[config.mk]
export PLATFORM = sky130hd
export DESIGN_NAME = simd_lane_accumulator_flat
export DESIGN_NICKNAME = d
export VERILOG_FILES = /design/src/rtl/simd_lane_accumulator_if.sv /design/src/rtl/simd_lane_accumulator.sv /design/src/flat_wrapper.sv
export SDC_FILE = /design/constraint.sdc
export NUM_CORES = 1
export LEC_CHECK = 0
export CAP_MARGIN = 20
export CORE_UTILIZATION = 40
export DETAILED_ROUTE_END_ITERATION = 8
export GPL_ROUTABILITY_DRIVEN = 0
export PLACE_DENSITY_LB_ADDON = 0.08
export SYNTH_ARGS = -nofsm -noshare
export SYNTH_HDL_FRONTEND = slang
export SYNTH_SLANG_ARGS = --single-unit
[constraint.sdc]
create_clock -name clk -period 4.7 [get_ports clk]
set_input_delay 0.47 -clock clk [delete_from_list [all_inputs] [get_ports clk]]
set_output_delay 0.47 -clock clk [all_outputs]
set_load 0.01 [all_outputs]
[src/rtl/simd_lane_accumulator_if.sv]
// Bundled start/beat/result signals of simd_lane_accumulator.
// Input beats and results both use valid/ready: a transfer happens on any rising clk edge where valid && ready are both high.
interface simd_lane_accumulator_if #(
  parameter int ACC_W = 24,
  parameter int CNT_W = 8
);
  logic             start;
  logic [CNT_W-1:0] len;
  logic [1:0]       width;
  logic             in_valid;
  logic [31:0]      in_data;
  logic             in_ovf;
  logic             in_ready;
  logic             out_valid;
  logic             out_ready;
  logic [ACC_W+1:0] out_sum;
  logic             out_ovf;
  logic             busy;

  modport master (
    output start, len, width, in_valid, in_data, in_ovf, out_ready,
    input  in_ready, out_valid, out_sum, out_ovf, busy
  );

  modport slave (
    input  start, len, width, in_valid, in_data, in_ovf, out_ready,
    output in_ready, out_valid, out_sum, out_ovf, busy
  );
endinterface

[src/rtl/simd_lane_accumulator.sv]
// Lane-wise accumulator of packed SIMD results with a final horizontal sum.
// Define SIMD_ACC_SAT_EN to saturate lane accumulators; otherwise they wrap.
module simd_lane_accumulator #(
  parameter int ACC_W = 24,
  parameter int CNT_W = 8
) (
  input  logic                       clk,
  input  logic                       rst_n,
  simd_lane_accumulator_if.slave     bus,
  output logic [1:0]                 dbg_state_o
);

  typedef enum logic [1:0] {
    S_IDLE   = 2'd0,
    S_ACCUM  = 2'd1,
    S_REDUCE = 2'd2,
    S_HOLD   = 2'd3
  } state_e;

  state_e           state_q, state_d;
  logic [CNT_W-1:0] remaining_q, remaining_d;
  logic [1:0]       width_q, width_d;
  logic [ACC_W-1:0] acc_q [4];
  logic [ACC_W-1:0] acc_d [4];
  logic             sticky_q, sticky_d;
  logic [ACC_W+1:0] sum_q, sum_d;
  logic             ovf_q, ovf_d;

  logic [ACC_W-1:0] lane [4];
  logic [ACC_W:0]   lane_sum [4];
  logic [ACC_W-1:0] lane_next [4];
  logic [3:0]       lane_carry;
  logic             hs;

  assign hs = bus.in_valid && (state_q == S_ACCUM);

  // Unused lanes (and the reserved width codes) contribute zero.
  always_comb begin
    for (int i = 0; i < 4; i++) lane[i] = '0;
    case (width_q)
      2'b00: for (int i = 0; i < 4; i++) lane[i] = ACC_W'(bus.in_data[8*i +: 8]);
      2'b01: begin
        lane[0] = ACC_W'(bus.in_data[15:0]);
        lane[1] = ACC_W'(bus.in_data[31:16]);
      end
      default: ;
    endcase
    for (int i = 0; i < 4; i++) begin
      lane_sum[i]   = {1'b0, acc_q[i]} + {1'b0, lane[i]};
      lane_carry[i] = lane_sum[i][ACC_W];
`ifdef SIMD_ACC_SAT_EN
      lane_next[i]  = lane_carry[i] ? {ACC_W{1'b1}} : lane_sum[i][ACC_W-1:0];
`else
      lane_next[i]  = lane_sum[i][ACC_W-1:0];
`endif
    end
  end

  always_comb begin
    state_d     = state_q;
    remaining_d = remaining_q;
    width_d     = width_q;
    sticky_d    = sticky_q;
    sum_d       = sum_q;
    ovf_d       = ovf_q;
    for (int i = 0; i < 4; i++) acc_d[i] = acc_q[i];
    case (state_q)
      S_IDLE: begin
        if (bus.start) begin
          for (int i = 0; i < 4; i++) acc_d[i] = '0;
          sticky_d    = 1'b0;
          remaining_d = bus.len;
          width_d     = bus.width;
          state_d     = (bus.len != '0) ? S_ACCUM : S_REDUCE;
        end
      end
      S_ACCUM: begin
        if (hs) begin
          for (int i = 0; i < 4; i++) acc_d[i] = lane_next[i];
          remaining_d = remaining_q - CNT_W'(1);
          sticky_d    = sticky_q | bus.in_ovf | (|lane_carry);
          if (remaining_q == CNT_W'(1)) state_d = S_REDUCE;
        end
      end
      S_REDUCE: begin
        sum_d   = (ACC_W+2)'(acc_q[0]) + (ACC_W+2)'(acc_q[1])
                + (ACC_W+2)'(acc_q[2]) + (ACC_W+2)'(acc_q[3]);
        ovf_d   = sticky_q;
        state_d = S_HOLD;
      end
      S_HOLD: begin
        if (bus.out_ready) state_d = S_IDLE;
      end
      default: state_d = S_IDLE;
    endcase
  end

  always_ff @(posedge clk or negedge rst_n) begin
    if (!rst_n) begin
      state_q     <= S_IDLE;
      remaining_q <= '0;
      width_q     <= 2'b00;
      sticky_q    <= 1'b0;
      sum_q       <= '0;
      ovf_q       <= 1'b0;
      for (int i = 0; i < 4; i++) acc_q[i] <= '0;
    end else begin
      state_q     <= state_d;
      remaining_q <= remaining_d;
      width_q     <= width_d;
      sticky_q    <= sticky_d;
      sum_q       <= sum_d;
      ovf_q       <= ovf_d;
      for (int i = 0; i < 4; i++) acc_q[i] <= acc_d[i];
    end
  end

  assign bus.in_ready  = (state_q == S_ACCUM);
  assign bus.out_valid = (state_q == S_HOLD);
  assign bus.busy      = (state_q != S_IDLE);
  assign bus.out_sum   = sum_q;
  assign bus.out_ovf   = ovf_q;
  assign dbg_state_o   = state_q;

endmodule

[src/flat_wrapper.sv]
// flat-port wrapper written by rule: the top's interface ports become plain ports
module simd_lane_accumulator_flat 
#(
  parameter int ACC_W = 24,
  parameter int CNT_W = 8
)
  (clk, rst_n, dbg_state_o, bus_start, bus_len, bus_width, bus_in_valid, bus_in_data, bus_in_ovf, bus_out_ready, bus_in_ready, bus_out_valid, bus_out_sum, bus_out_ovf, bus_busy);
  simd_lane_accumulator_if #(.ACC_W(ACC_W), .CNT_W(CNT_W)) bus_i ();
  input  logic clk;
  input  logic rst_n;
  output logic [1:0] dbg_state_o;
  input wire logic [$bits(bus_i.start)-1:0] bus_start;
  input wire logic [$bits(bus_i.len)-1:0] bus_len;
  input wire logic [$bits(bus_i.width)-1:0] bus_width;
  input wire logic [$bits(bus_i.in_valid)-1:0] bus_in_valid;
  input wire logic [$bits(bus_i.in_data)-1:0] bus_in_data;
  input wire logic [$bits(bus_i.in_ovf)-1:0] bus_in_ovf;
  input wire logic [$bits(bus_i.out_ready)-1:0] bus_out_ready;
  output wire logic [$bits(bus_i.in_ready)-1:0] bus_in_ready;
  output wire logic [$bits(bus_i.out_valid)-1:0] bus_out_valid;
  output wire logic [$bits(bus_i.out_sum)-1:0] bus_out_sum;
  output wire logic [$bits(bus_i.out_ovf)-1:0] bus_out_ovf;
  output wire logic [$bits(bus_i.busy)-1:0] bus_busy;
  assign bus_i.start = bus_start;
  assign bus_i.len = bus_len;
  assign bus_i.width = bus_width;
  assign bus_i.in_valid = bus_in_valid;
  assign bus_i.in_data = bus_in_data;
  assign bus_i.in_ovf = bus_in_ovf;
  assign bus_i.out_ready = bus_out_ready;
  assign bus_in_ready = bus_i.in_ready;
  assign bus_out_valid = bus_i.out_valid;
  assign bus_out_sum = bus_i.out_sum;
  assign bus_out_ovf = bus_i.out_ovf;
  assign bus_busy = bus_i.busy;
  simd_lane_accumulator #(.ACC_W(ACC_W), .CNT_W(CNT_W)) u_core (.clk(clk), .rst_n(rst_n), .bus(bus_i), .dbg_state_o(dbg_state_o));
endmodule
======== Word level (Yosys, flattened, before mapping) ========
Index checks and enable logic that the tools add are counted.
word-level totals
  bits in latches ......................... 0
  logic and storage cells ................. 56
  ROM bits ................................ 0
  bits of input ports ..................... 48
  memory bits (writable) .................. 0
  memories kept ........................... 0
  register bits after elaboration ......... 136
operators by class
  $mul .................................... 0
  bitwise logic cells ..................... 2
  eq/ne operators ......................... 9
  muxes and demuxes ....................... 17
  shifts and indexed selects .............. 0
  magnitude comparators ................... 0
  div/mod/pow operators ................... 0
  reduce and logical (&&, ||, !) cells .... 10
  add/subtract/negate cells ............... 8
operators by type and width
  kind                                                   count
  two-way mux 96 bit                                     2
  case mux 96 bit (2 select lines)                       1
  case mux 40 bit (2 select lines)                       1
  adder 24 x 24 -> 25 bit                                3
  adder 26 x 24 -> 26 bit                                2
  two-way mux 32 bit                                     1
  adder 24 x 16 -> 25 bit                                1
  adder 24 x 8 -> 25 bit                                 1
  two-way mux 8 bit                                      2
  case mux 8 bit (2 select lines)                        1
  two-way mux 2 bit                                      5
  == test 8 x 1 -> 1 bit, second input constant          1
  case mux 2 bit (4 select lines)                        1
  nonzero test 8 bit                                     1
  subtractor 8 x 1 -> 8 bit, second input constant       1
  == test 2 x 1 -> 1 bit, second input constant          2
  == test 2 bit, second input constant                   2
  logical NOT 2 bit                                      2
  inequality test 2 x 1 -> 1 bit, second input constant  2
  inequality test 2 bit, second input constant           2
  AND reduction 4 bit                                    1
  nonzero test 2 bit                                     2
  OR reduction 4 bit                                     1
  AND reduction 3 bit                                    1
  5 further kinds                                        7

======== Logic depth before layout (Yosys ltp) ========
Gate-level depths: netlist of run 1.
  depth after elaboration ................. 7
  gate-level depth with buffers ........... 23
  mapped depth without buffers ............ 22

======== Worst setup path before layout of run 1 ========
OpenSTA, ideal clock, no wires.
  path type ............................... register to register
  start ................................... reg u_core.acc_q[48] (netlist bit)
  end ..................................... reg u_core.sum_q[22], in the netlist u_core.bus.out_sum[22]
  arrival ................................. 4.202 ns
  path slack .............................. 0.373 ns
  cell stages (with the launch flop) ...... 23
  clock period less this slack ............ 4.327 ns
  buffers on the path ..................... 1
  cell sequence ........................... dfrtp_1 -> ha_1 -> inv_1 -> fa_1 -> nor2b_1 -> o2111ai_1 -> a31o_2 -> nand2_1 -> a31o_2 -> a21o_1 -> a21oi_1 -> xor2_1 -> fa_1 -> inv_1 -> ha_1 -> clkbuf_1 -> and3_1 -> nand3_1 -> a21oi_1 -> and3b_1 -> a31oi_1 -> xor2_1 -> mux2_2
on the way
  cells in the longest elaborated chain, start to end .. 3
RTL lines
  item                                   RTL line                      source
  start, declared                        simd_lane_accumulator.sv:23   logic [ACC_W-1:0] acc_q [4];
  adder 24 x 24 -> 25 bit                simd_lane_accumulator.sv:86   sum_d = (ACC_W+2)'(acc_q[0]) + (ACC_W+2)'(acc_q[1])
  adder 26 x 24 -> 26 bit (2 in series)  simd_lane_accumulator.sv:87   + (ACC_W+2)'(acc_q[2]) + (ACC_W+2)'(acc_q[3]);
  end signal, assigned                   simd_lane_accumulator.sv:112  sum_q <= sum_d;
  end, declared                          simd_lane_accumulator.sv:26   logic [ACC_W+1:0] sum_q, sum_d;
No other way between the ends.
A chain may end at the register's enable or synchronous reset.

======== Final worst setup path of run 1 ========
Ends and elaborated chain as after synthesis.

==> metrics.md, run 1 <==
| Metric | Value |
|---|---|
| Finish-stage setup viols | `0` |
| Starting Density | `40.6%` |
| CP max FO | `5` |
| Instance area at placement | `12600 um^2` |
| Post-synth top cells | `136 x dfrtp_1, 118 x inv_1, 102 x ha_1` |
| Slew Viols, Final | `0` |
| Gr usage total | `21.0%` |
| DRT Wirelength | `28.7 mm` |
| Outcome | `finished, final reports clean` |
| DR iter-0 viols | `470` |
| Io pins | `80` |
| Drc violations | `0` |
| Skew final | `0.0148 ns` |
| Cts hold-fix bufs | `0` |
| Slew HR | `42.6%` |
| Layout Cells excl Fill | `1745` |
| Cell with the most instances after synthesis | `dfrtp_1` |
| #FFs+latches synth | `136` |
| Worst vdd ir | `310 uV` |
| DR vias | `9197` |
| Critical Path End Type | `register` |
| Hold Path Class | `input port to asynchronous set/reset pin` |
| Seq/Total Area, Yosys | `30.2%` |
| CTS H-Tree Depth | `4` |
| Rows | `61` |
| Critical Path RT | `5.02 ns` |
| Vias/cell | `5.27` |
| Pre-CTS setup slack | `0.0374 ns` |
| CP delay by family, top | `adder cells` |
| Final period utilization | `95.8%` |
| ANT cells | `0` |
| EDFF count, synth | `0` |
| Routed len/inst | `16.5 um` |
| Clock sinks | `136` |
| Largest cells by area after synthesis | `dfrtp_1 30%, ha_1 11%, xnor2_1 5.5%` |
| Leakage | `6.42 nW` |
| Setup TNS | `0 ns` |
| Worst path cell trace | `ha_2 > inv_1 > fa_1 > nor2b_2 > o2111ai_2 > a31o_2 > nand2_1 > a31o_2 > a21o_1 > a21oi_1 > xor2_1 > fa_1 > inv_1 > ha_4 > and3_4 > nand3_1 > a21oi_1 > and3b_2 > a31oi_4 > xor2_1 > mux2_2` |
| Clock root buffer | `clkbuf_16` |
| Post-route cell area | `13200 um^2` |
| Post-route ant nets | `0` |
| Setup CP Type | `register to register` |
| Pin count of the biggest net entering global routing | `59` |
| Port bufs | `79` |
| Vias in the first global route | `9237` |
| Final critical-path required period | `4.50 ns` |
| Area of the multi-input gates | `7370 um^2` |
| Synthesized area per cell | `8.88 um^2` |
| Register area | `3400 um^2` |
| Cts bufs inserted | `17` |
| Fmax | `222 MHz` |
| Worst Setup Slack, final | `0.197 ns` |
| CTS tree | `done` |
| Syn nets | `1447` |
| Ratio of cells with drive above 1 in the final layout | `8.34%` |
| Die Y | `170 um` |
| Main flop type after synthesis | `dfrtp_1` |
| Gr ovfl total | `0` |
| Max_cap viols | `0` |
| Power Dens Cells | `508 nW/um^2` |
| Ys Warns | `0` |
| CP max-delay cell | `fa_1` |
| Synth top area share | `30.2%` |
| Critical Path Source Type | `register` |
| Post-detail-place hpwl | `22.6 mm` |
| Synth-to-layout area growth | `17.6%` |
| Fin nets | `1534` |
| Worst slew pin tran | `0.860 ns` |
| Worst path max stage delay | `0.50 ns` |
| Die Area | `28800 um^2` |
| CP Buf/Inv Count | `2` |
| Max clock buf depth | `2` |
| Antenna violations before repair | `0` |
| Core ar. | `27700 um^2` |
| Fillers | `2715` |
| Synth unique cells | `68` |
| Dominant cell type by area after synthesis | `dfrtp_1` |
| Synth Cell Area | `11300 um^2` |
| Cell count after synthesis | `1267` |
| Asr flop ratio synth | `100%` |
| DR pass1 iterations | `5` |
| DP Cell Count | `1712` |
| Crit path DAT | `4.82 ns` |
| First-pass GRT wire length | `47.5 mm` |
| Final Hold Viols | `0` |
| Clk_lat worst skew | `0.44 ns` |
| Reg clk slew, reported paths | `0.07 ns` |
| Die Width | `170 um` |
-- cells by family after synthesis --
logic type | after synthesis | synth area share (%)
adder cells (fa/ha/maj) | 132 | 16.7
buffers and inverters | 153 | 5.11
flip-flops | 136 | 30.2
AO/OA/AOI/OAI | 340 | 20.0
AND/OR/NAND/NOR | 363 | 16.2
XOR/XNOR | 111 | 8.64
multiplexers | 32 | 3.09
-- layout by cell type, fill, tap and decap left out, types with 30 or more instances in the layout --
cell type / instances
nand3_1: 34
and2_1: 35
fa_1: 30
xnor2_1: 71
clkdlybuf4s50_1: 78
dfrtp_1: 136
nand2_1: 77
inv_1: 118
a21oi_1: 75
ha_1: 99
a21o_1: 40
o21ai_0: 90
nor2_1: 91
xor2_1: 40
-- cell type report --
cell class                 count  share of cell area [%]
clock inverter                14                    1.04
sequential                   136                    25.7
clock buffer                  18                    3.32
timing repair buffer         102                    7.29
multi-input combinational    978                    55.7
tap                          378                    3.57
inverter                     119                    3.38
-- path summary, 6_finish.rpt --
| check | cells past startpoint | end | slack [ns] | from |
|---|---|---|---|---|
| worst max-delay path | 21 | u_core.bus.out_sum[22]$_DFFE_PN0P_ | 0.20 | u_core.acc_q[48]$_DFFE_PN0P_ |
| worst min-delay path | 1 | u_core.remaining_q[5]$_DFFE_PN0P_ | 0.007 | rst_n |
| worst max register to register | 21 | u_core.bus.out_sum[22]$_DFFE_PN0P_ | 0.20 | u_core.acc_q[48]$_DFFE_PN0P_ |
| worst min register to register | 1 | u_core.bus.out_sum[5]$_DFFE_PN0P_ | 0.48 | u_core.bus.out_sum[5]$_DFFE_PN0P_ |
| max in group asynchronous | 2 | u_core.acc_q[35]$_DFFE_PN0P_ | 3.72 | rst_n |
| min in group clk | 1 | u_core.bus.out_sum[5]$_DFFE_PN0P_ | 0.48 | u_core.bus.out_sum[5]$_DFFE_PN0P_ |
-- flip-flops by register name, indices dropped and copies added, names as in the netlist --
name	cells
u_core.bus.out_ovf	1
u_core.bus.out_sum	26
u_core.dbg_state_o	2
u_core.remaining_q	8
u_core.acc_q	96
u_core.sticky_q	1
u_core.width_q	2
-- routing by layer --
metal / global-route usage (%) / up-vias / part of all wire, %
met4: 5.84 / 0 / 1.5
met3: 2.66 / 28 / 2.4
met2: 32.9 / 132 / 44
li1: - / 4652 / -
met1: 30.3 / 4385 / 52
met5: 0 / - / 0
-- per-stage QoR --
step / hold WS [ns] / power [mW] / utilization, %
detailed placement: 0.470 / 5.36 / 45.4
global placement: 0.473 / 5.33 / 45.4
CTS: 0.0168 / 6.75 / 47.4
finish: 0.00743 / 6.73 / 47.8
global route: 0.0519 / 7.31 / 47.8
floorplan: 0.174 / 4.27 / -
-- report_power, final --
group	internal, mW	switching (mW)	leakage (nW)	total [mW]
clock	0.756	0.589	0.284	1.35
sequential	1.46	0.261	1.85	1.72
combinational	1.54	2.13	4.29	3.66
total	3.75	2.98	6.42	6.73
-- what timing repair did --
item / in CTS / in global routing
endpoints found under the setup margin: 0 / 7
buffers inserted: 0 / 1
gates resized for setup: 0 / 17
No activity file was read; power rests on OpenSTA's default activity.
==> inputs of run 2 (changes only) <==
Settings changed: REMOVE_ABC_BUFFERS set to 1.
==> metrics.md, run 2 (synthesis results as in run 1) <==
| Metric | Value |
|---|---|
| Outcome | `finished, final reports clean` |
| Most frequent cells in the layout | `136 x dfrtp_1, 118 x inv_1, 98 x ha_1` |
| CTS tree | `done` |
| First-pass GRT wire length | `47.6 mm (about the same)` |
| Finish-stage setup viols | `0 (unchanged)` |
| ANT cells | `0 (unchanged)` |
| Die Width | `170 um (unchanged)` |
| CP max-delay cell | `fa_1` |
| Slew HR | `34.9% (-7.7 points)` |
| Power Dens Cells | `507 nW/um^2 (-0.30%)` |
| Worst Setup Slack, final | `0.248 ns (+0.0509 ns)` |
| Worst path max stage delay | `0.50 ns (about the same)` |
| Critical Path Source Type | `register` |
| Max clock buf depth | `2 (unchanged)` |
| Pre-CTS setup slack | `0.106 ns (+0.0683 ns)` |
| DR pass1 iterations | `5 (unchanged)` |
| Slew Viols, Final | `0 (unchanged)` |
| Cts hold-fix bufs | `0 (unchanged)` |
| Power Total | `6.70 mW (-0.48%)` |
| Post-detail-place hpwl | `22.2 mm (-1.6%)` |
| Io pins | `80 (unchanged)` |
| Routed len/inst | `16.5 um (+0.23%)` |
| Drc violations | `0 (unchanged)` |
| Critical Path RT | `5.01 ns (about the same)` |
| Vias/cell | `5.24 (-0.54%)` |
| Die Area | `28800 um^2 (unchanged)` |
| Gr usage total | `21.2% (+0.16 points)` |
| Port bufs | `79 (unchanged)` |
| Commonest non-fill, non-tap cell in the layout | `dfrtp_1` |
| Setup CP Type | `register to register` |
| Clock root buffer | `clkbuf_16` |
| Reg clk slew, reported paths | `0.06 ns (about the same)` |
| Setup TNS | `0 ns (unchanged)` |
| Worst slew pin tran | `0.976 ns (+0.116 ns)` |
| Clk_lat worst skew | `0.44 ns (about the same)` |
| Flop-to-flop setup slack | `0.25 ns (+0.05 ns)` |
| Synth-to-layout area growth | `17.4%` |
| Largest reg by FF count | `u_core.acc_q` |
| Skew final | `0.0198 ns (+0.00500 ns)` |
| Crit path DAT | `4.77 ns (-0.05 ns)` |
| Worst path cell trace | `ha_1 > a21oi_1 > o21ai_0 > a221o_1 > o2111ai_2 > a31oi_1 > nand2b_1 > fa_1 > inv_1 > ha_1 > and4_1 > nand3_1 > a21oi_1 > and3b_2 > a31oi_2 > xor2_1 > mux2_2` |
| Leakage | `6.40 nW (-0.21%)` |
| Final core utilization | `47.7% (-0.086 points)` |
| Rows | `61 (unchanged)` |
| DR vias | `9132 (-0.71%)` |
| CP Buf/Inv Count | `1 (-1)` |
| Die Y | `170 um (unchanged)` |
| Pin count of the biggest net entering global routing | `98 (+66%)` |
| Clock sinks | `136 (unchanged)` |
| Fmax | `225 MHz (+1.1%)` |
| CP max FO | `5 (unchanged)` |
| DR iter-0 viols | `534 (+14%)` |
| CTS H-Tree Depth | `4 (unchanged)` |
| Worst vdd ir | `222 uV (-28%)` |
| Core ar. | `27700 um^2 (unchanged)` |
| Fin nets | `1532 (-0.13%)` |
| Max FFs per register | `96 (unchanged)` |
| Antenna violations before repair | `0 (unchanged)` |
| Cts bufs inserted | `17 (unchanged)` |
| Hold Path Class | `input port to asynchronous set/reset pin` |
| CP delay by family, top | `compound AO/OA/AOI/OAI gates` |
| Max_cap viols | `0 (unchanged)` |
| Starting Density | `40.6% (unchanged)` |
| Critical Path End Type | `register` |
| Final critical-path required period | `4.45 ns (-0.0509 ns)` |
| Final Hold Viols | `0 (unchanged)` |
| Ratio of cells with drive above 1 in the final layout | `8.21% (-0.13 points)` |
| Vias in the first global route | `9055 (-2.0%)` |
| Final period utilization | `94.7% (-1.1 points)` |
| DRT Wirelength | `28.8 mm (about the same)` |
| Gr ovfl total | `0 (unchanged)` |
| Post-route ant nets | `0 (unchanged)` |
## run 2: metal layers
metal,vias to the layer above,wire (um),GRT usage [%]
met5,-,0,0
met4,0,407,6.15
met3,23,1050,2.73
met2,155,12700,33.7
met1,4308,14600,29.8
li1,4646,-,-
## run 2: worst reg2reg max path, delay by kind of cell, from the launching register on
family,cells,cell delay [ns]
multiplexers,1,0.26
XOR/XNOR,1,0.09
adder cells (fa/ha/maj),3,1.24
buffers and inverters,1,0.05
AO/OA/AOI/OAI,7,1.39
flip-flops,1,0.44
AND/OR/NAND/NOR,4,0.84
## run 2: report_power, final
| group | total [mW] | internal (mW) | switching [mW] | leakage (nW) |
|---|---|---|---|---|
| clock network | 1.32 | 0.788 | 0.528 | 0.273 |
| logic | 3.65 | 1.53 | 2.12 | 4.28 |
| registers | 1.73 | 1.46 | 0.271 | 1.85 |
| total | 6.70 | 3.78 | 2.92 | 6.40 |
## run 2: worst paths after layout
kind                                                   start                                  to  depth (start not counted)
max reg2reg                     u_core.acc_q[80]$_DFFE_PN0P_  u_core.bus.out_sum[22]$_DFFE_PN0P_                         17
min in group clk           u_core.bus.out_sum[5]$_DFFE_PN0P_   u_core.bus.out_sum[5]$_DFFE_PN0P_                          1
max in group asynchronous                              rst_n        u_core.acc_q[47]$_DFFE_PN0P_                          2
min                                                    rst_n   u_core.bus.out_sum[2]$_DFFE_PN0P_                          1
min reg2reg                u_core.bus.out_sum[5]$_DFFE_PN0P_   u_core.bus.out_sum[5]$_DFFE_PN0P_                          1
max                             u_core.acc_q[80]$_DFFE_PN0P_  u_core.bus.out_sum[22]$_DFFE_PN0P_                         17
## run 2: timing repair
item,in CTS,in global routing
resized for setup,0,21
endpoints found under the setup margin,0,9
setup buffers,0,2
## run 2: area by class of cell
cell class,instances,area [um^2]
clock inverter,9,101
sequential,136,3400
inverter,119,447
fill,2731,14500
clock buffer,22,454
tap,378,473
multi-input combinational,978,7380
timing repair buffer,100,950
## run 2: metrics by stage
| step | instances | hold WS, ns | cell area, um^2 |
|---|---|---|---|
| 2_1_floorplan | 1233 | 0.174 | 11100 |
| 3_3_place_gp | 1709 | 0.468 | 12500 |
| 3_5_place_dp | 1709 | 0.481 | 12500 |
| 4_1_cts | 1740 | 0.196 | 13100 |
| 5_1_grt | 1742 | 0.222 | 13200 |
| 6_report | 1742 | 0.154 | 13200 |
